File: src/rtl/rotation_controller.sv
// Turns a 5-bit encoder heading toward a latched target, waits for it to settle,
// and trips a fault if the encoder stops ticking while the motor is driven.
module rotation_controller #(
    parameter int unsigned SETTLE_CYC  = 8,
    parameter int unsigned TIMEOUT_CYC = 1024
) (
    input  logic       clk,
    input  logic       rst,
    input  logic       start,
    input  logic [4:0] target,
    input  logic       enc_tick,
    input  logic       abort,
    output logic       mot_cw,
    output logic       mot_ccw,
    output logic       busy,
    output logic       done,
    output logic       fault,
    output logic [4:0] heading
);

    typedef enum logic [2:0] {
        IDLE,
        EVAL,
        ROT_CW,
        ROT_CCW,
        SETTLE,
        DONE,
        FAULT
    } state_t;

    localparam logic DIR_CW  = 1'b0;
    localparam logic DIR_CCW = 1'b1;
    localparam logic [7:0]  SETTLE_LIM  = 8'(SETTLE_CYC);
    localparam logic [15:0] TIMEOUT_LIM = 16'(TIMEOUT_CYC);

    state_t      state_q, state_d;
    logic [4:0]  heading_q, heading_d;
    logic [4:0]  tgt_q, tgt_d;
    logic        dir_q, dir_d;
    logic [7:0]  settle_cnt_q, settle_cnt_d;
    logic [15:0] wd_cnt_q, wd_cnt_d;

    logic cmp_l, cmp_e, cmp_g;

    assign cmp_l = heading_q < tgt_q;
    assign cmp_e = heading_q == tgt_q;
    assign cmp_g = heading_q > tgt_q;

    always_ff @(posedge clk) begin
        if (rst) begin
            state_q      <= IDLE;
            heading_q    <= 5'd0;
            tgt_q        <= 5'd0;
            dir_q        <= DIR_CW;
            settle_cnt_q <= 8'd0;
            wd_cnt_q     <= 16'd0;
        end else begin
            state_q      <= state_d;
            heading_q    <= heading_d;
            tgt_q        <= tgt_d;
            dir_q        <= dir_d;
            settle_cnt_q <= settle_cnt_d;
            wd_cnt_q     <= wd_cnt_d;
        end
    end

    always_comb begin
        state_d      = state_q;
        heading_d    = heading_q;
        tgt_d        = tgt_q;
        dir_d        = dir_q;
        settle_cnt_d = settle_cnt_q;
        wd_cnt_d     = wd_cnt_q;

        case (state_q)
            IDLE: begin
                if (start) begin
                    tgt_d   = target;
                    state_d = EVAL;
                end
            end
            EVAL: begin
                if (cmp_l) begin
                    state_d  = ROT_CW;
                    dir_d    = DIR_CW;
                    wd_cnt_d = 16'd0;
                end else if (cmp_g) begin
                    state_d  = ROT_CCW;
                    dir_d    = DIR_CCW;
                    wd_cnt_d = 16'd0;
                end else begin
                    state_d      = SETTLE;
                    dir_d        = DIR_CW;
                    settle_cnt_d = 8'd0;
                end
            end
            ROT_CW, ROT_CCW: begin
                if (enc_tick) begin
                    heading_d = (state_q == ROT_CW) ? heading_q + 5'd1 : heading_q - 5'd1;
                    wd_cnt_d  = 16'd0;
                end else begin
                    wd_cnt_d = wd_cnt_q + 16'd1;
                end
                // Arrival wins over the watchdog: reaching target is never a fault.
                if (cmp_e) begin
                    state_d      = SETTLE;
                    settle_cnt_d = 8'd0;
                end else if (!enc_tick && (wd_cnt_d == TIMEOUT_LIM)) begin
                    state_d = FAULT;
                end
            end
            SETTLE: begin
                if (enc_tick) begin
                    heading_d = (dir_q == DIR_CW) ? heading_q + 5'd1 : heading_q - 5'd1;
                    state_d   = EVAL;
                end else begin
                    settle_cnt_d = settle_cnt_q + 8'd1;
                    if (settle_cnt_d == SETTLE_LIM) begin
                        state_d = DONE;
                    end
                end
            end
            DONE:    state_d = IDLE;
            FAULT:   state_d = FAULT;
            default: state_d = IDLE;
        endcase

        // Abort overrides everything, including a tick arriving in the same cycle.
        if (abort) begin
            state_d   = IDLE;
            heading_d = heading_q;
        end
    end

    assign mot_cw  = state_q == ROT_CW;
    assign mot_ccw = state_q == ROT_CCW;
    assign busy    = (state_q != IDLE) && (state_q != FAULT);
    assign done    = state_q == DONE;
    assign fault   = state_q == FAULT;
    assign heading = heading_q;

endmodule

File: config.mk
export PLATFORM = sky130hd
export DESIGN_NAME = rotation_controller
export DESIGN_NICKNAME = d
export VERILOG_FILES = /design/src/rtl/rotation_controller.sv
export SDC_FILE = /design/constraint.sdc
export NUM_CORES = 1
export LEC_CHECK = 0
export CELL_PAD_IN_SITES_DETAIL_PLACEMENT = 0
export CELL_PAD_IN_SITES_GLOBAL_PLACEMENT = 1
export CORE_UTILIZATION = 45
export DETAILED_ROUTE_END_ITERATION = 10
export GPL_TIMING_DRIVEN = 1
export HOLD_SLACK_MARGIN = 0.02
export PLACE_DENSITY = 0.88
export SETUP_SLACK_MARGIN = 0.02
export SLEW_MARGIN = 20
export SYNTH_ARGS = -nofsm -noshare
export SYNTH_HDL_FRONTEND = slang
export SYNTH_SLANG_ARGS = --single-unit
File: constraint.sdc
create_clock -name clk -period 6.4 [get_ports clk]
set_input_delay 1.92 -clock clk [delete_from_list [all_inputs] [get_ports clk]]
set_output_delay 1.92 -clock clk [all_outputs]
set_load 0.01 [all_outputs]
## Yosys cells after proc, flatten, opt, wreduce, memory -nomap -nowiden

Cells that the tools add are included.

- Bits in registers: 38
- Input bits: 10
- Logic and storage cells: 73

- $add $sub $neg: 4
- Order comparisons: 2
- Equal/unequal tests: 20
- Muxes and demuxes: 25
- Bitwise operators: 1
- Reductions and logical operators: 15

Operators by type and width:

| cell | count |
|---|---|
| 16-bit two-way mux | 4 |
| 8-bit two-way mux | 4 |
| 16-bit case mux with 2 select lines | 1 |
| 8-bit case mux with 3 select lines | 1 |
| 3-bit two-way mux | 7 |
| 5-bit two-way mux | 4 |
| 16-bit by 1-bit adder with 16-bit output, second input constant | 1 |
| 16-bit by 11-bit == test with 1-bit output, second input constant | 1 |
| 3-bit case mux with 5 select lines | 1 |
| 2-bit != test, second input constant | 7 |
| 3-bit != test, second input constant | 4 |
| 5-bit case mux with 2 select lines | 1 |
| 3-bit == test, second input constant | 3 |
| 8-bit by 1-bit adder with 8-bit output, second input constant | 1 |
| 8-bit by 4-bit == test with 1-bit output, second input constant | 1 |
| 3-bit by 2-bit == test with 1-bit output, second input constant | 2 |
| 3-bit nonzero test | 2 |
| 5-bit by 1-bit adder with 5-bit output, second input constant | 1 |
| 5-bit == test | 1 |
| 5-bit greater-than comparator | 1 |
| 5-bit < comparator | 1 |
| 5-bit AND reduction | 1 |
| 5-bit by 1-bit subtractor with 5-bit output, second input constant | 1 |
| 2-bit AND reduction | 2 |
| 10 further kinds | 14 |

## Longest topological paths before layout

Gate-level depths: netlist of the first run.

- Word-level depth: 8
- Depth in mapped cells: 9
- Gate-level depth less buffers: 9

## Worst setup path after synthesis of the first run

OpenSTA, ideal clock, no wires.

- Path type: input to register
- Start: input enc_tick
- End: register state_q[0]
- Library setup time: 0.123 ns
- Data arrival time: 3.460 ns
- Setup slack: 2.817 ns
- Stages on the path: 6
- Cells stage by stage: clkbuf_1 -> or4_1 -> or4_1 -> nor4_1 -> o21ai_1 -> mux2i_1

- Word-level cells in the longest chain between the ends: 6
- Elaborated cells on any way between the ends: 10

RTL lines:

| element | line | source |
|---|---|---|
| start, declared | 11 | `input logic enc_tick,` |
| 16-bit two-way mux | 98 | `if (enc_tick) begin` |
| 16-bit two-way mux | 75 | `case (state_q)` |
| 16-bit by 11-bit == test with 1-bit output | 108 | `end else if (!enc_tick && (wd_cnt_d == TIMEOUT_LIM)) begin` |
| 1-bit logical AND | 108 |  |
| 3-bit != test (no source line) | - |  |
| 3-bit AND reduction (no source line) | - |  |
| end signal, assigned | 58 | `state_q <= state_d;` |
| end, declared | 36 | `state_t state_q, state_d;` |

Parallel ways exist; a longest one is shown, timed or not. The select of a mux whose other input is x is not followed.
A chain may end at the register's enable or synchronous reset.

## Worst setup path in the final report of the first run

- Start: register state_q[2]
- End: output busy

- Word-level cells in the longest chain between the ends: 2
- Elaborated cells on any way between the ends: 3

RTL lines:

| element | line | source |
|---|---|---|
| 3-bit != test or 3-bit nonzero test (tied branches) | 137 | `assign busy = (state_q != IDLE) && (state_q != FAULT);` |
| 1-bit logical AND (*) | 137 |  |
| end, declared | 15 | `output logic busy,` |

Every way passes the cells marked *; elsewhere a longest branch is shown, timed or not.

==> results of run 1 <==
==> layout by cell type (no fill, tap or decap), types with 4 or more instances in the layout <==
master / n
a21oi_1: 25
a22oi_1: 6
a311oi_1: 11
a31oi_1: 4
and3_1: 4
clkbuf_8: 6
clkdlybuf4s50_1: 19
dfxtp_1: 38
ha_1: 9
inv_1: 9
nand2_1: 20
nand2b_1: 7
nand3_1: 10
nand4_1: 5
nor2_1: 49
nor2b_1: 6
nor3_1: 7
o21ai_0: 11
o31ai_1: 5
or3_1: 5
or4_1: 5
xnor2_1: 9
xor2_1: 5
==> metrics by stage <==
step	cells	utilization [%]	hold slack [ns]	power (uW)	setup WS (ns)
after detailed placement	374	52.8	0.478	325	2.03
after global routing	382	54.8	0.517	522	2.14
final	382	54.8	0.501	499	2.30
after global placement	374	52.8	0.478	324	2.14
after floorplan	300	-	0.449	300	2.82
after CTS	382	54.7	0.496	502	2.29
==> metal layers <==
metal / wire length (um) / vias to the layer above / global-route usage (%) / part of all wire [%]
met5: 0 / - / 0 / 0
met4: 78 / 0 / 8.55 / 1.4
met3: 177 / 8 / 3.84 / 3.2
li1: - / 1124 / - / -
met2: 2640 / 43 / 36.5 / 47
met1: 2690 / 1038 / 30.1 / 48
==> critical path, delay by kind of cell (launching register included) <==
kind / cells / cell delay, ns
flip-flops: 1 / 0.74
AND/OR/NAND/NOR: 2 / 0.65
buffers and inverters: 1 / 0.48
==> report_power, final <==
group | leakage [uW] | switching [uW] | internal, uW
logic | 0.000535 | 44.1 | 28.8
clock network | 0.0000482 | 92.1 | 87.1
registers | 0.000307 | 6.14 | 241
==> state kept, by name, summed over array words and instances (netlist names) <==
name / count
heading: 5
dir_q: 1
tgt_q: 5
settle_cnt_q: 8
wd_cnt_q: 16
state_q: 3
==> logic make-up after synthesis <==
| logic type | count (synthesis) | synth area share (%) |
|---|---|---|
| AND/OR/NAND/NOR | 135 | 29.6 |
| multiplexers | 3 | 1.30 |
| XOR/XNOR | 14 | 5.31 |
| AO/OA/AOI/OAI | 78 | 22.2 |
| flip-flops | 38 | 33.0 |
| adder cells (fa/ha/maj) | 9 | 4.88 |
| buffers and inverters | 23 | 3.79 |
==> path summary, 6_finish.rpt <==
kind | cells after the start | from | endpoint
worst max-delay path | 3 | state_q[2]$_SDFFE_PP0P_ | busy
worst min-delay path | 1 | settle_cnt_q[7]$_SDFFE_PP0P_ | settle_cnt_q[7]$_SDFFE_PP0P_
worst max register to register | 8 | wd_cnt_q[0]$_SDFFE_PP0P_ | state_q[0]$_SDFFE_PP0P_
worst min register to register | 1 | settle_cnt_q[7]$_SDFFE_PP0P_ | settle_cnt_q[7]$_SDFFE_PP0P_
==> final cells by class <==
cell class | count | area, um2
Clock buffer | 7 | 86.3
Clock inverter | 1 | 5.00
Fill cell | 480 | 2180
Inverter | 9 | 33.8
Multi-Input combinational cell | 239 | 1470
Sequential cell | 38 | 761
Tap cell | 67 | 83.8
Timing Repair Buffer | 21 | 205
==> flow_summary_export.csv, run 1 <==
group,metric,value,unit
critical_path,r2r_slack,3.68,ns
critical_path,cpPeakStageDelay,0.74,ns
hold_path,hold_class,"reg2reg",
floorplan,die_area,5420,um2
grt,grt_pass1_wl,9410,um
placement,gp_congestion,0.795,
yosys,synth.area.top_cells,"dfxtp_1, nor2_1, a21oi_1",
finish,antenna_cells,0,
yosys,synthCells,300,
status,status,"finished, final reports clean",
yosys,ys_ff_latch,38,
grt,grt_pass1_vias,2014,
floorplan,die_w,73.6,um
flow_run,max_cap_viol_count,0,
timing,fin_crit,4.10,ns
timing,setup_tns,0,ns
finish,layout-drive-gt1-share,5.08,%
timing,max_freq,0.244,GHz
power_and_ir_drop,leakagePower,0.000891,uW
power_and_ir_drop,p_per_area,189,nW/um2
yosys,yosysSeqAreaShare,33.0,%
timing,drv_slew,0,
clock_network,ctsResizeCount,0,
clock_network,postCtsHoldBufs,0,
detailed_routing,avgRoutedWirePerCell,14.6,um
detailed_routing,vias_per_cell,5.79,
yosys,synth_most_common_cell,"nor2_1",
grt,grt.total_usage,22.6,%
critical_path,cp_data_arrival_time,2.18,ns
floorplan,start_util,47.9,%
yosys,synth_edf_count,0,
clock_network,clock_sinks,38,
finish,nNetsFinal,333,
yosys,yosysUniqueCellTypes,46,
finish,finish.instance_area,2640,um2
yosys,synth_top_cell_area_share,33.0,%
yosys,synthesis.area,2310,um2
yosys,synthArstFlopShare,0,%
detailed_routing,first_iter_violations,151,
grt,overflow,0,
clock_network,clk_latency,0.30,ns
clock_network,h-tree-depth,2,
timing,relSlewSlack,46.0,%
critical_path,cp-end-kind,"output pin",
placement,placed_cell_area,2540,um2
timing,hold_viol,0,
floorplan,pin_count,20,
yosys,ys.flop_type,"dfxtp_1",
clock_network,cts_made_buffers,5,
critical_path,critical_path.max_fanout,20,
clock_network,cts_max_path_buffers,2,
clock_network,clk_pin_slew,0.08,ns
timing,rsz0062_at_grt,"false",
timing,period_share,64.1,%
timing,setup_violations,0,
critical_path,worstSetupStartpointType,"register",
grt,grt_max_degree,33,
critical_path,required,4.48,ns
floorplan,core,4820,um2
power_and_ir_drop,max-vdd-ir-drop,0.102,mV
yosys,ys_top_cells_by_count,"nor2_1, dfxtp_1, a21oi_1",
detailed_routing,wirelength,5590,um
clock_network,cts_tree,"yes",
detailed_routing,dr.pass1.iters,4,
detailed_routing,vias,2213,
timing,max_slew.worst_pin.slew,0.808,ns
placement,dp_hpwl,3850,um
yosys,synth_area_leader_cell,"dfxtp_1",
floorplan,num_rows,25,
yosys,yosysWarnings,0,
timing,finClkSkew,0.00426,ns
grt,antenna_found_initial,0,
finish,syn_to_final_growth,14.4,%
floorplan,dieHeight,73.6,um
critical_path,crit_chain,"nor2b_1 > or3_1 > clkdlybuf4s50_1",
critical_path,path_class,"reg2out",
detailed_routing,drcViolationCount,0,
critical_path,critical_path.slowest_cell,"dfxtp_1",
yosys,avgSynthCellArea,7.69,um2
clock_network,cts-root-buf,"clkbuf_8",
placement,io_buffers,19,
clock_network,cts_setup_buffers,0,
yosys,synth.net_count,319,
detailed_routing,ant_nets,0,
Power figures use the tool's default switching activity.
==> inputs of run 2 (changes only) <==
--- a/config.mk
+++ b/config.mk
@@ -7,11 +7,11 @@
 export LEC_CHECK = 0
 export CELL_PAD_IN_SITES_DETAIL_PLACEMENT = 0
 export CELL_PAD_IN_SITES_GLOBAL_PLACEMENT = 1
-export CORE_UTILIZATION = 45
+export CORE_UTILIZATION = 43
 export DETAILED_ROUTE_END_ITERATION = 10
 export GPL_TIMING_DRIVEN = 1
 export HOLD_SLACK_MARGIN = 0.02
-export PLACE_DENSITY = 0.88
+export PLACE_DENSITY = 0.85
 export SETUP_SLACK_MARGIN = 0.02
 export SLEW_MARGIN = 20
 export SYNTH_ARGS = -nofsm -noshare
==> constraint.sdc (replaced) <==
create_clock -name clk -period 3.95 [get_ports clk]
set_input_delay 1.185 -clock clk [delete_from_list [all_inputs] [get_ports clk]]
set_output_delay 1.185 -clock clk [all_outputs]
set_load 0.01 [all_outputs]
==> run 2 against run 1 <==
  * Clock skew down 0.00056 ns
  * Design area up 0.19%
  * Clock power up 45%
  * Global-route usage down 1.5 points
  * Sequential power up 62%
  * Routed wire length down 2.2%
  * Worst hold slack worse by 0.0045 ns
  * Via count about the same
  * Register-to-register slack worse by 2.5 ns
  * Cell count up 1.3%
  * Setup slack worse by 1.5 ns
  * Non-clock buffer count up 3
  * Critical path type unchanged
==> flow_summary_export.csv, run 2 (same netlist as run 1, synthesis figures left out) <==
group,metric,value,unit
clock_network,cts_made_buffers,5,
finish,fillCellCount,535,
timing,fin_crit,3.19,ns
timing,setup_tns,0,ns
power_and_ir_drop,max-vdd-ir-drop,0.150,mV
timing,finClkSkew,0.00371,ns
grt,overflow,0,
floorplan,pin_count,20,
finish,finish.instance_area,2650,um2
finish,layout.cells.most_common_list,"nor2_1, dfxtp_1, a21oi_1",
timing,max_freq,0.313,GHz
detailed_routing,dr.pass1.iters,4,
critical_path,required,2.76,ns
floorplan,num_rows,26,
critical_path,crit_chain,"nor2b_1 > and2_1 > clkdlybuf4s50_1",
placement,dp_hpwl,3790,um
grt,grt_max_degree,37,
floorplan,dieHeight,75.3,um
grt,antenna_found_initial,0,
power_and_ir_drop,p_per_area,295,nW/um2
critical_path,cp_data_arrival_time,2.01,ns
grt,grt.total_usage,21.1,%
hold_path,hold_class,"reg2reg",
critical_path,critical_path.slowest_cell,"dfxtp_1",
detailed_routing,vias,2215,
critical_path,worstSetupStartpointType,"register",
finish,layout-drive-gt1-share,5.05,%
critical_path,path_class,"reg2out",
floorplan,die_area,5670,um2
placement,placed_cell_area,2570,um2
placement,dp_worst_setup_slack,0.723,ns
finish,regMostFlops,"wd_cnt_q",
critical_path,cpPeakStageDelay,0.53,ns
detailed_routing,first_iter_violations,192,
clock_network,clk_pin_slew,0.07,ns
finish,syn_to_final_growth,14.6,%
placement,gp_congestion,0.801,
clock_network,postCtsHoldBufs,0,
clock_network,h-tree-depth,2,
clock_network,clk_latency,0.29,ns
timing,setup_violations,0,
clock_network,cts_setup_buffers,0,
power_and_ir_drop,leakagePower,0.000894,uW
finish,multi_input_area,1460,um2
floorplan,start_util,44.9,%
finish,seqCellArea,761,um2
clock_network,ctsResizeCount,0,
floorplan,core,5140,um2
timing,hold_viol,0,
finish,antenna_cells,0,
timing,postLayoutSetupSlackWorst,0.755,ns
floorplan,die_w,75.3,um
finish,nNetsFinal,336,
detailed_routing,ant_nets,0,
timing,period_share,80.9,%
finish,largest_reg_flops,16,
timing,drv_slew,0,
flow_run,max_cap_viol_count,0,
detailed_routing,avgRoutedWirePerCell,14.1,um
detailed_routing,drcViolationCount,0,
critical_path,critical_path.max_fanout,12,
detailed_routing,vias_per_cell,5.72,
timing,relSlewSlack,50.3,%
placement,io_buffers,19,
clock_network,cts_max_path_buffers,2,
finish,largestRegisters,"wd_cnt_q (16), settle_cnt_q (8)",
grt,grt_pass1_vias,1935,
status,status,"finished, final reports clean",
clock_network,cts-root-buf,"clkbuf_8",
timing,max_slew.worst_pin.slew,0.740,ns
detailed_routing,wirelength,5460,um
critical_path,cp-end-kind,"output pin",
timing,rsz0062_at_grt,"false",
clock_network,cts_tree,"yes",
clock_network,clock_sinks,38,
grt,grt_pass1_wl,9020,um
finish,final_common_cell,"nor2_1",
## run 2: metrics by stage
step	total power [uW]	utilization (%)	cells	hold slack, ns
finish	781	51.5	387	0.497
global route	815	51.5	387	0.520
CTS	784	51.5	387	0.497
detailed placement	530	50.0	380	0.487
global placement	528	50.0	380	0.481
floorplan	486	-	300	0.449
## run 2: cell type report
class / count / share of cell area (%)
inverters: 9 / 1.28
repair buffers: 24 / 8.61
multi-input cells: 239 / 55.2
flip-flops and latches: 38 / 28.7
well taps: 70 / 3.31
clock buffers: 7 / 2.88
## run 2: worst max-delay path: cells and delay by family (launching register included)
| family | cells | cell delay (ns) |
|---|---|---|
| buffers and inverters | 1 | 0.52 |
| flip-flops | 1 | 0.53 |
| AND/OR/NAND/NOR | 2 | 0.66 |
## run 2: path summary, 6_finish.rpt
check | startpoint | endpoint | slack (ns) | cells after the start
worst max-delay path | state_q[1]$_SDFFE_PP0P_ | mot_ccw | 0.76 | 3
worst min-delay path | settle_cnt_q[1]$_SDFFE_PP0P_ | settle_cnt_q[1]$_SDFFE_PP0P_ | 0.50 | 2
worst max register to register | wd_cnt_q[0]$_SDFFE_PP0P_ | state_q[0]$_SDFFE_PP0P_ | 1.23 | 8
worst min register to register | settle_cnt_q[1]$_SDFFE_PP0P_ | settle_cnt_q[1]$_SDFFE_PP0P_ | 0.50 | 2
## run 2: per-layer routing
| layer | vias up | GRT usage, % | wire, um |
|---|---|---|---|
| met2 | 50 | 32.7 | 2480 |
| met4 | 0 | 7.41 | 78 |
| li1 | 1128 | - | - |
| met3 | 7 | 2.81 | 206 |
| met1 | 1030 | 30.0 | 2700 |
| met5 | - | 0 | 0 |
## run 2: power by group
group	internal, uW	switching, uW	total [uW]
combinational	50.2	71.9	122
sequential	390	8.76	399
clock	122	138	260
